==> src/rtl/regfile_flush_ctrl_pkg.sv <==
// ---------------------------------------------------------------------------
// regfile_flush_ctrl_pkg
// Shared constants and types for the rename flush controller:
//   REGISTER_WIDTH - architectural register index width
//   ROB_WIDTH      - ROB tag width carried with each rename
//   NULL_IDX       - register x0, never renamed or cleared by the walk
//   flush_state_e  - FSM encodings FLUSH_IDLE / FLUSH_WALK / FLUSH_DONE
// ---------------------------------------------------------------------------
package regfile_flush_ctrl_pkg;

  localparam int REGISTER_WIDTH = 5;
  localparam int ROB_WIDTH      = 4;
  localparam int NUM_REGS_DEF   = 32;

  localparam logic [REGISTER_WIDTH-1:0] NULL_IDX = '0;

  typedef enum logic [1:0] {
    FLUSH_IDLE = 2'd0,
    FLUSH_WALK = 2'd1,
    FLUSH_DONE = 2'd2
  } flush_state_e;

endpackage

==> src/rtl/regfile_flush_ctrl_if.sv <==
// ---------------------------------------------------------------------------
// regfile_flush_ctrl_if
// Bundles the ROB flush pulse, the dispatcher rename request and the
// register-file write/clear ports around the flush controller.
//   master : the controller (consumes flush/dispatcher, drives reg_* / stall)
//   slave  : the surrounding pipeline (drives flush/dispatcher, sees reg_*)
//
// Handshake: dispatcher_en_in is "valid", !dispatcher_stall_out is "ready".
// A rename is consumed in a cycle where valid && ready && rdy_in; while
// stall is high the dispatcher holds its request unchanged.
// ---------------------------------------------------------------------------
interface regfile_flush_ctrl_if #(
  parameter int IDX_W = 5,
  parameter int ROB_W = 4
);

  logic             flush_in;
  logic             dispatcher_en_in;
  logic [IDX_W-1:0] dispatcher_rd_in;
  logic [ROB_W-1:0] dispatcher_rd_dest_in;
  logic             dispatcher_stall_out;
  logic             reg_en_out;
  logic [IDX_W-1:0] reg_rd_out;
  logic [ROB_W-1:0] reg_rd_dest_out;
  logic             reg_clr_en_out;
  logic [IDX_W-1:0] reg_clr_idx_out;
  logic             flush_done_out;

  modport master (
    input  flush_in, dispatcher_en_in, dispatcher_rd_in, dispatcher_rd_dest_in,
    output dispatcher_stall_out, reg_en_out, reg_rd_out, reg_rd_dest_out,
    output reg_clr_en_out, reg_clr_idx_out, flush_done_out
  );

  modport slave (
    output flush_in, dispatcher_en_in, dispatcher_rd_in, dispatcher_rd_dest_in,
    input  dispatcher_stall_out, reg_en_out, reg_rd_out, reg_rd_dest_out,
    input  reg_clr_en_out, reg_clr_idx_out, flush_done_out
  );

endinterface

==> src/rtl/regfile_clr_walker.sv <==
// ---------------------------------------------------------------------------
// regfile_clr_walker
// Walk counter for rename recovery: holds the register index being cleared,
// produces the clear strobe and flags the final index of the walk.
//   clk_i, rst_i  : clock, synchronous active-high reset (counter -> 1)
//   rdy_i         : global ready; low freezes the counter and hides the strobe
//   flush_i       : flush pulse; (re)loads the counter with 1
//   walk_i        : controller is in its WALK state
//   clr_en_o      : clear strobe toward the register file
//   clr_idx_o     : index being cleared (0 outside the walk)
//   last_o        : current index is the final one of the walk
// Build option: FLUSH_BULK_EN makes the walk a single "clear all" cycle
// on index 0.
// ---------------------------------------------------------------------------
module regfile_clr_walker #(
  parameter int NUM_REGS = 32,
  parameter int IDX_W    = 5
) (
  input  logic             clk_i,
  input  logic             rst_i,
  input  logic             rdy_i,
  input  logic             flush_i,
  input  logic             walk_i,
  output logic             clr_en_o,
  output logic [IDX_W-1:0] clr_idx_o,
  output logic             last_o
);

  logic [IDX_W-1:0] cnt_q;
  logic             start;
  logic             adv;

  assign start = rdy_i && flush_i;
  // Counter parks on the last index instead of wrapping, so index 0 is
  // never reached by the walk.
  assign adv   = rdy_i && walk_i && !flush_i && !last_o;

  always_ff @(posedge clk_i) begin
    if (rst_i) begin
      cnt_q <= IDX_W'(1);
    end else if (start) begin
      cnt_q <= IDX_W'(1);
    end else if (adv) begin
      cnt_q <= cnt_q + IDX_W'(1);
    end
  end

  assign clr_en_o = walk_i && rdy_i;

`ifdef FLUSH_BULK_EN
  // Index 0 with the strobe is the register file's "clear all" command;
  // the counter sits at 1 after the load, so the walk is one cycle long.
  assign last_o    = (cnt_q == IDX_W'(1));
  assign clr_idx_o = '0;
`else
  assign last_o    = (cnt_q == IDX_W'(NUM_REGS - 1));
  assign clr_idx_o = walk_i ? cnt_q : '0;
`endif

endmodule

==> src/rtl/regfile_flush_ctrl.sv <==
// ---------------------------------------------------------------------------
// regfile_flush_ctrl
// Sits between dispatcher, ROB and the renaming register file. Forwards
// rename writes with zero latency; on a ROB flush it stalls the dispatcher,
// walks the register file's clear port over x1..x(NUM_REGS-1) and pulses
// flush_done_out once recovery is complete.
//   clk_in      : clock
//   rst_in      : synchronous active-high reset (FSM -> IDLE)
//   rdy_in      : global ready; low holds all state and zeroes all strobes
//   bus         : regfile_flush_ctrl_if.master (flush, dispatcher, reg_*)
//   dbg_state_o : current FSM state for observation
// Build option: FLUSH_BULK_EN replaces the walk with one "clear all" cycle.
// The clear port is separate from the ROB commit port; when both target the
// same register in one cycle the register file lets the clear win.
// ---------------------------------------------------------------------------
module regfile_flush_ctrl
  import regfile_flush_ctrl_pkg::*;
#(
  parameter int NUM_REGS = NUM_REGS_DEF,
  parameter int IDX_W    = REGISTER_WIDTH
) (
  input  logic                 clk_in,
  input  logic                 rst_in,
  input  logic                 rdy_in,
  regfile_flush_ctrl_if.master bus,
  output flush_state_e         dbg_state_o
);

  flush_state_e     state_q;
  logic             walk_last;
  logic             walk_clr_en;
  logic [IDX_W-1:0] walk_clr_idx;
  logic             stall;

  always_ff @(posedge clk_in) begin
    if (rst_in) begin
      state_q <= FLUSH_IDLE;
    end else if (rdy_in) begin
      case (state_q)
        FLUSH_IDLE: if (bus.flush_in) state_q <= FLUSH_WALK;
        FLUSH_WALK: begin
          // A new flush restarts the walk; the walker reloads index 1.
          if (bus.flush_in)   state_q <= FLUSH_WALK;
          else if (walk_last) state_q <= FLUSH_DONE;
        end
        FLUSH_DONE: state_q <= bus.flush_in ? FLUSH_WALK : FLUSH_IDLE;
        default:    state_q <= FLUSH_IDLE;
      endcase
    end
  end

  regfile_clr_walker #(
    .NUM_REGS (NUM_REGS),
    .IDX_W    (IDX_W)
  ) u_walker (
    .clk_i     (clk_in),
    .rst_i     (rst_in),
    .rdy_i     (rdy_in),
    .flush_i   (bus.flush_in),
    .walk_i    (state_q == FLUSH_WALK),
    .clr_en_o  (walk_clr_en),
    .clr_idx_o (walk_clr_idx),
    .last_o    (walk_last)
  );

  // Stall covers the flush cycle itself so a rename racing the flush,
  // which belongs to the squashed path, is dropped.
  assign stall = bus.flush_in || (state_q != FLUSH_IDLE);

  assign bus.dispatcher_stall_out = stall;
  assign bus.reg_en_out      = rdy_in && bus.dispatcher_en_in && !stall &&
                               (bus.dispatcher_rd_in != NULL_IDX);
  assign bus.reg_rd_out      = bus.dispatcher_rd_in;
  assign bus.reg_rd_dest_out = bus.dispatcher_rd_dest_in;
  assign bus.reg_clr_en_out  = walk_clr_en;
  assign bus.reg_clr_idx_out = walk_clr_idx;
  assign bus.flush_done_out  = rdy_in && (state_q == FLUSH_DONE);

  assign dbg_state_o = state_q;

endmodule
==> src/flat_wrapper.sv <==
// flat-port wrapper written by rule: the top's interface ports become plain ports
module regfile_flush_ctrl_flat import regfile_flush_ctrl_pkg::*;
#(
  parameter int NUM_REGS = NUM_REGS_DEF,
  parameter int IDX_W    = REGISTER_WIDTH
)
  (clk_in, rst_in, rdy_in, dbg_state_o, bus_flush_in, bus_dispatcher_en_in, bus_dispatcher_rd_in, bus_dispatcher_rd_dest_in, bus_dispatcher_stall_out, bus_reg_en_out, bus_reg_rd_out, bus_reg_rd_dest_out, bus_reg_clr_en_out, bus_reg_clr_idx_out, bus_flush_done_out);
  regfile_flush_ctrl_if #(.IDX_W(IDX_W)) bus_i ();
  input  logic clk_in;
  input  logic rst_in;
  input  logic rdy_in;
  output flush_state_e dbg_state_o;
  input wire logic [$bits(bus_i.flush_in)-1:0] bus_flush_in;
  input wire logic [$bits(bus_i.dispatcher_en_in)-1:0] bus_dispatcher_en_in;
  input wire logic [$bits(bus_i.dispatcher_rd_in)-1:0] bus_dispatcher_rd_in;
  input wire logic [$bits(bus_i.dispatcher_rd_dest_in)-1:0] bus_dispatcher_rd_dest_in;
  output wire logic [$bits(bus_i.dispatcher_stall_out)-1:0] bus_dispatcher_stall_out;
  output wire logic [$bits(bus_i.reg_en_out)-1:0] bus_reg_en_out;
  output wire logic [$bits(bus_i.reg_rd_out)-1:0] bus_reg_rd_out;
  output wire logic [$bits(bus_i.reg_rd_dest_out)-1:0] bus_reg_rd_dest_out;
  output wire logic [$bits(bus_i.reg_clr_en_out)-1:0] bus_reg_clr_en_out;
  output wire logic [$bits(bus_i.reg_clr_idx_out)-1:0] bus_reg_clr_idx_out;
  output wire logic [$bits(bus_i.flush_done_out)-1:0] bus_flush_done_out;
  assign bus_i.flush_in = bus_flush_in;
  assign bus_i.dispatcher_en_in = bus_dispatcher_en_in;
  assign bus_i.dispatcher_rd_in = bus_dispatcher_rd_in;
  assign bus_i.dispatcher_rd_dest_in = bus_dispatcher_rd_dest_in;
  assign bus_dispatcher_stall_out = bus_i.dispatcher_stall_out;
  assign bus_reg_en_out = bus_i.reg_en_out;
  assign bus_reg_rd_out = bus_i.reg_rd_out;
  assign bus_reg_rd_dest_out = bus_i.reg_rd_dest_out;
  assign bus_reg_clr_en_out = bus_i.reg_clr_en_out;
  assign bus_reg_clr_idx_out = bus_i.reg_clr_idx_out;
  assign bus_flush_done_out = bus_i.flush_done_out;
  regfile_flush_ctrl #(.NUM_REGS(NUM_REGS), .IDX_W(IDX_W)) u_core (.clk_in(clk_in), .rst_in(rst_in), .rdy_in(rdy_in), .bus(bus_i), .dbg_state_o(dbg_state_o));
endmodule
==> config.mk <==
export PLATFORM = sky130hd
export DESIGN_NAME = regfile_flush_ctrl_flat
export DESIGN_NICKNAME = d
export VERILOG_FILES = /design/src/rtl/regfile_flush_ctrl_pkg.sv /design/src/rtl/regfile_flush_ctrl_if.sv /design/src/rtl/regfile_clr_walker.sv /design/src/rtl/regfile_flush_ctrl.sv /design/src/flat_wrapper.sv
export SDC_FILE = /design/constraint.sdc
export NUM_CORES = 1
export LEC_CHECK = 0
export ABC_AREA = 1
export CAP_MARGIN = 20
export CORE_MARGIN = 8
export CORE_UTILIZATION = 35
export DETAILED_ROUTE_END_ITERATION = 12
export PLACE_DENSITY = 0.85
export SLEW_MARGIN = 20
export SYNTH_ARGS = -nofsm -noshare
export SYNTH_HDL_FRONTEND = slang
export SYNTH_SLANG_ARGS = --single-unit
==> constraint.sdc <==
create_clock -name clk_in -period 1.7 [get_ports clk_in]
set_input_delay 0.17 -clock clk_in [delete_from_list [all_inputs] [get_ports clk_in]]
set_output_delay 0.17 -clock clk_in [all_outputs]
set_load 0.1 [all_outputs]
==> After elaboration in Yosys (flattened, before gate mapping) <==
Cells that the tools add are included.
{ "totals": {"ff_bits": 7, "wordCells": 31} }
{ "op_classes": {"addsub": 1, "n_eq_ne": 5, "mux": 6, "n_reduce_logical": 17} }
{ "op_table": {"columns": ["op", "count"], "rows": [
  ["1-bit logical AND", 8],
  ["2-bit 2-to-1 mux", 3],
  ["2-bit one-hot mux with 3 select lines", 1],
  ["5-bit by 1-bit adder with 5-bit output, second input constant", 1],
  ["5-bit equality test, second input constant", 1],
  ["5-bit 2-to-1 mux", 1],
  ["5-bit nonzero test", 1],
  ["1-bit logical NOT", 3],
  ["3-bit by 2-bit != test with 1-bit output, second input constant", 1],
  ["3-bit AND reduction", 1],
  ["2-bit by 1-bit equality test with 1-bit output, second input constant", 1],
  ["2-bit equality test, second input constant", 1],
  ["2-bit logical NOT", 1],
  ["2-bit != test, second input constant", 1],
  ["2-bit nonzero test", 1],
  ["2-bit OR reduction", 1],
  ["1-bit logical OR", 1],
  ["1-bit 2-to-1 mux", 1]
]} }

==> Depth between registers and ports, before layout <==
{ "logic_depth": {"ltp_word": 5, "mapped_depth": 9, "depth_no_buf": 9} }

==> Cells and area by module <==
From an unflattened synthesis, not the netlist that was laid out.
{ "hier_totals": {"cells_unflattened": 89, "hier_area_um2": 549.3} }
{ "by_module_without_submodules": {"columns": ["mod", "n_inst", "cells_per_inst", "area_each_um2"], "rows": [
  ["regfile_clr_walker", 1, 51, 316.6],
  ["regfile_flush_ctrl", 1, 38, 232.7]
]} }

==> Worst setup path after synthesis <==
Ideal clock, no wire load.
{ "synth_path": {"path_kind": "register -> output", "startpoint": "register u_core.state_q[0], in the netlist u_core.dbg_state_o[0]", "endpoint": "output port bus_reg_clr_idx_out[0]", "t_arrival_ps": 2727, "setup_slack_ps": -1197, "stages_incl_launch_ff": 5, "path_buffers": 0, "path_cell_list": "dfxtp_1 -> inv_1 -> nor2_4 -> inv_1 -> nor2_1"} }
{ "synth_between": {"elab_chain_len": 2} }
{ "synth_lines": {"columns": ["element", "line", "rtl"], "rows": [
  ["from (decl)", "regfile_flush_ctrl.sv:29", "flush_state_e state_q;"],
  ["from (signal assigned)", "regfile_flush_ctrl.sv:46", "FLUSH_DONE: state_q <= bus.flush_in ? FLUSH_WALK : FLUSH_IDLE;"],
  ["2-bit by 1-bit equality test with 1-bit output", "regfile_flush_ctrl.sv:60", ".walk_i (state_q == FLUSH_WALK),"],
  ["5-bit 2-to-1 mux", "regfile_clr_walker.sv:57", "assign clr_idx_o = walk_i ? cnt_q : '0;"],
  ["to (decl)", "flat_wrapper.sv:22", "output wire logic [$bits(bus_i.reg_clr_idx_out)-1:0] bus_reg_clr_idx_out;"]
]} }
Every way passes these cells.

==> Worst setup path in the final report <==
{ "layout_path": {"startpoint": "register u_core.state_q[0], in the netlist u_core.dbg_state_o[0]", "endpoint": "output port bus_reg_clr_idx_out[1]"} }
The elaborated chain is that of the path after synthesis.

==> flow_summary.yaml <==
outcome:
  status: "complete, no violations"
synthesis:
  synthTopCellsByArea: "dfxtp_1 27%, buf_4 13%, nand2_1 13%"
  yosysSeqAreaShare: 0.2660
  synthCells: 81
  synth_area_per_cell_um2: 6.503
  synth_edf_count: 0
  synth-simple-area-share: 0.3729
  ys_ff_latch: 7
  ys_warn_count: 0
  yosysTopAreaCell: "dfxtp_1"
  synth-async-reset-ratio: 0
  post-synth-top-count-cell: "nand2_1"
  synthAdderAreaFrac: 0.04751
  yosys_most_used_dff: "dfxtp_1"
  synth-compound-area-share: 0.07601
  synth_mux_area_frac: 0
  synth_area_um2: 526.8
  synth_top_area_share: 0.2660
  netlist_top_cells_count: "18 x nand2_1, 13 x inv_1, 11 x nor2_1, 9 x buf_4"
  synth_xor_area_frac: 0.01663
  synth_top_family_by_area: "simple AND/OR/NAND/NOR gates"
  synth_cell_types: 15
  synth_nets: 97
finish:
  fillers: 110
  area_growth_pct: 89.07
  drive_gt1_frac: 0.3627
  antenna_cells: 0
  nets: 119
routing:
  firstDrtPassIters: 4
  viasPerCell: 5.203
  ant_nets: 0
  drt_iter0_drc: 13
  wl_per_cell_um: 13.64
  drt_wl_total_mm: 1.609
  drc: 0
  via_count: 614
die:
  die_width_um: 54.80
  core_mm2: 0.001454
  dieHeight_um: 54.80
  io_pins: 34
  fp-row-count: 14
  die_area_mm2: 0.003002
  start_util: 0.3623
sta:
  holdWs_ps: 340.0
  max_slew.worst_pin.slew_ps: 403.0
  slew_violations: 0
  finClkSkew_ps: 2.346
  setup_ws_ps: 108.8
  setup_tns_ps: 0
  period_share: 0.9360
  slew_headroom: 0.7310
  fmax_mhz: 628.4
  finalSetupViolCount: 0
  finalHoldViolations: 0
  min_period_ps: 1591
placed_design:
  place_congestion: 0.8433
  numPortBuffers: 25
  hpwl_mm: 1.393
  place_ws_ps: 60.62
global_routing:
  grt_max_degree: 8
  track_usage: 0.1068
  grt_pass1_vias: 557
  grt_pass1_wl_mm: 2.277
  antenna_found_initial: 0
  grt_overflow: 0
power:
  power_switching_share: 0.3748
  comb_power_share: 0.402
  p_per_area_mw_per_mm2: 533.6
  switchingPower_uw: 199.2
  p_int_uw: 332.2
  clkPwrFrac: 0.275
  vdd_drop_max_mv: 0.2950
  sequentialPowerShare: 0.323
  p_leak_nw: 0.3857
worst_hold_path:
  worstHoldStart: "bus_dispatcher_rd_dest_in[3]"
  hold_class: "input pin to output pin"
clock_tree:
  clockBufferDepth: 2
  root_buffer: "clkbuf_4"
  cts_hold_buffers: 0
  cts.sinks: 7
  cts_buffers: 3
  cts_htree_levels: 1
  worstSkewPairLatency_ps: 250
  clk_pin_slew_worst_paths_ps: 50
  cts_tree: "yes"
setup_path:
  cp_slowest_cell: "dfxtp_4"
  startpoint: "u_core.dbg_state_o[0]$_SDFFE_PP0P_"
  timing.critical_path.cells: "inv_1 > nor2_4 > inv_1 > nor2_4 > buf_12"
  worstPathArrival_ps: 1420
  cp.required_ps: 1530
  critPathLaunchType: "register"
  critical-path-max-stage-delay_ps: 400
  path_class: "register to output pin"
  path_max_fanout: 6
  end_kind: "output pin"
  r2r_start: "u_core.u_walker.cnt_q[1]$_SDFFE_PP0P_"
run:
  cap_violations: 0
==> sequential cells by signal, indices dropped and copies added (netlist names) <==
| register | cells |
|---|---|
| u_core.dbg_state_o | 2 |
| u_core.u_walker.cnt_q | 5 |
==> metal layers <==
layer	GRT usage	part of all wire
met1	0.08488	0.31
met2	0.2000	0.51
met3	0.04076	0.14
met4	0.08607	0.047
met5	0	0
==> cell usage in the layout, fill, tap and decap left out, drive strengths merged <==
cell type      count
buf               17
inv               13
clkbuf             4
clkdlybuf4s50      9
xor2               1
dfxtp              7
nand4              4
nand2             18
ha                 2
nor3               2
a21oi              7
nor2              12
nand3              5
o21ai              1
==> power by group through the flow <==
stage / Sequential, mW / Clock [mW] / Combinational [mW]
floorplan: 0.182 / 0 / 0.166
global placement: 0.174 / 0 / 0.211
detailed placement: 0.174 / 0 / 0.214
CTS: 0.171 / 0.156 / 0.215
global route: 0.171 / 0.168 / 0.222
finish: 0.171 / 0.146 / 0.214
==> final cells by class <==
type	instances	area (µm²)	area share
clock buffers	4	26.28	0.02638
inverters	13	48.80	0.04899
multi-input cells	52	335.3	0.3367
flip-flops and latches	7	147.6	0.1482
well taps	16	20.02	0.02010
repair buffers	26	417.9	0.4196
==> logic make-up (layout without fill, tap and decap cells) <==
kind of cell | after synthesis | after routing
adder cells (fa/ha/maj) | 2 | 2
flip-flops | 7 | 7
XOR/XNOR | 1 | 1
AO/OA/AOI/OAI | 8 | 8
buffers and inverters | 22 | 43
AND/OR/NAND/NOR | 41 | 41
==> worst max-delay path, delay by kind of cell, from the launching register on <==
| family | cells | cell delay, ps |
|---|---|---|
| buf+inv | 3 | 470 |
| flops | 1 | 400 |
| simple gates | 2 | 300 |
==> timing repair <==
action	in CTS	in global routing
buffers inserted	0	0
endpoints found under the setup margin	0	7
resized for setup	0	5
==> path summary, 6_finish.rpt <==
check / end / slack [ps] / depth (start not counted)
worst max-delay path: bus_reg_clr_idx_out[1] / 110 / 5
worst min-delay path: bus_reg_rd_dest_out[3] / 340 / 0
worst max register to register: u_core.u_walker.cnt_q[1]$_SDFFE_PP0P_ / 160 / 8
worst min register to register: u_core.u_walker.cnt_q[3]$_SDFFE_PP0P_ / 510 / 2
==> through the flow <==
| stage | cells | utilization | area, µm² | total power [mW] |
|---|---|---|---|---|
| 4_1_cts | 118 | 0.6773 | 984.7 | 0.5423 |
| 2_1_floorplan | 81 | - | 588.1 | 0.3484 |
| 5_1_grt | 118 | 0.6850 | 996.0 | 0.5611 |
| 6_report | 118 | 0.6850 | 996.0 | 0.5314 |
| 3_3_place_gp | 114 | 0.6592 | 958.4 | 0.3848 |
| 3_5_place_dp | 114 | 0.6592 | 958.4 | 0.3888 |
(Power assumes the default switching activity.)
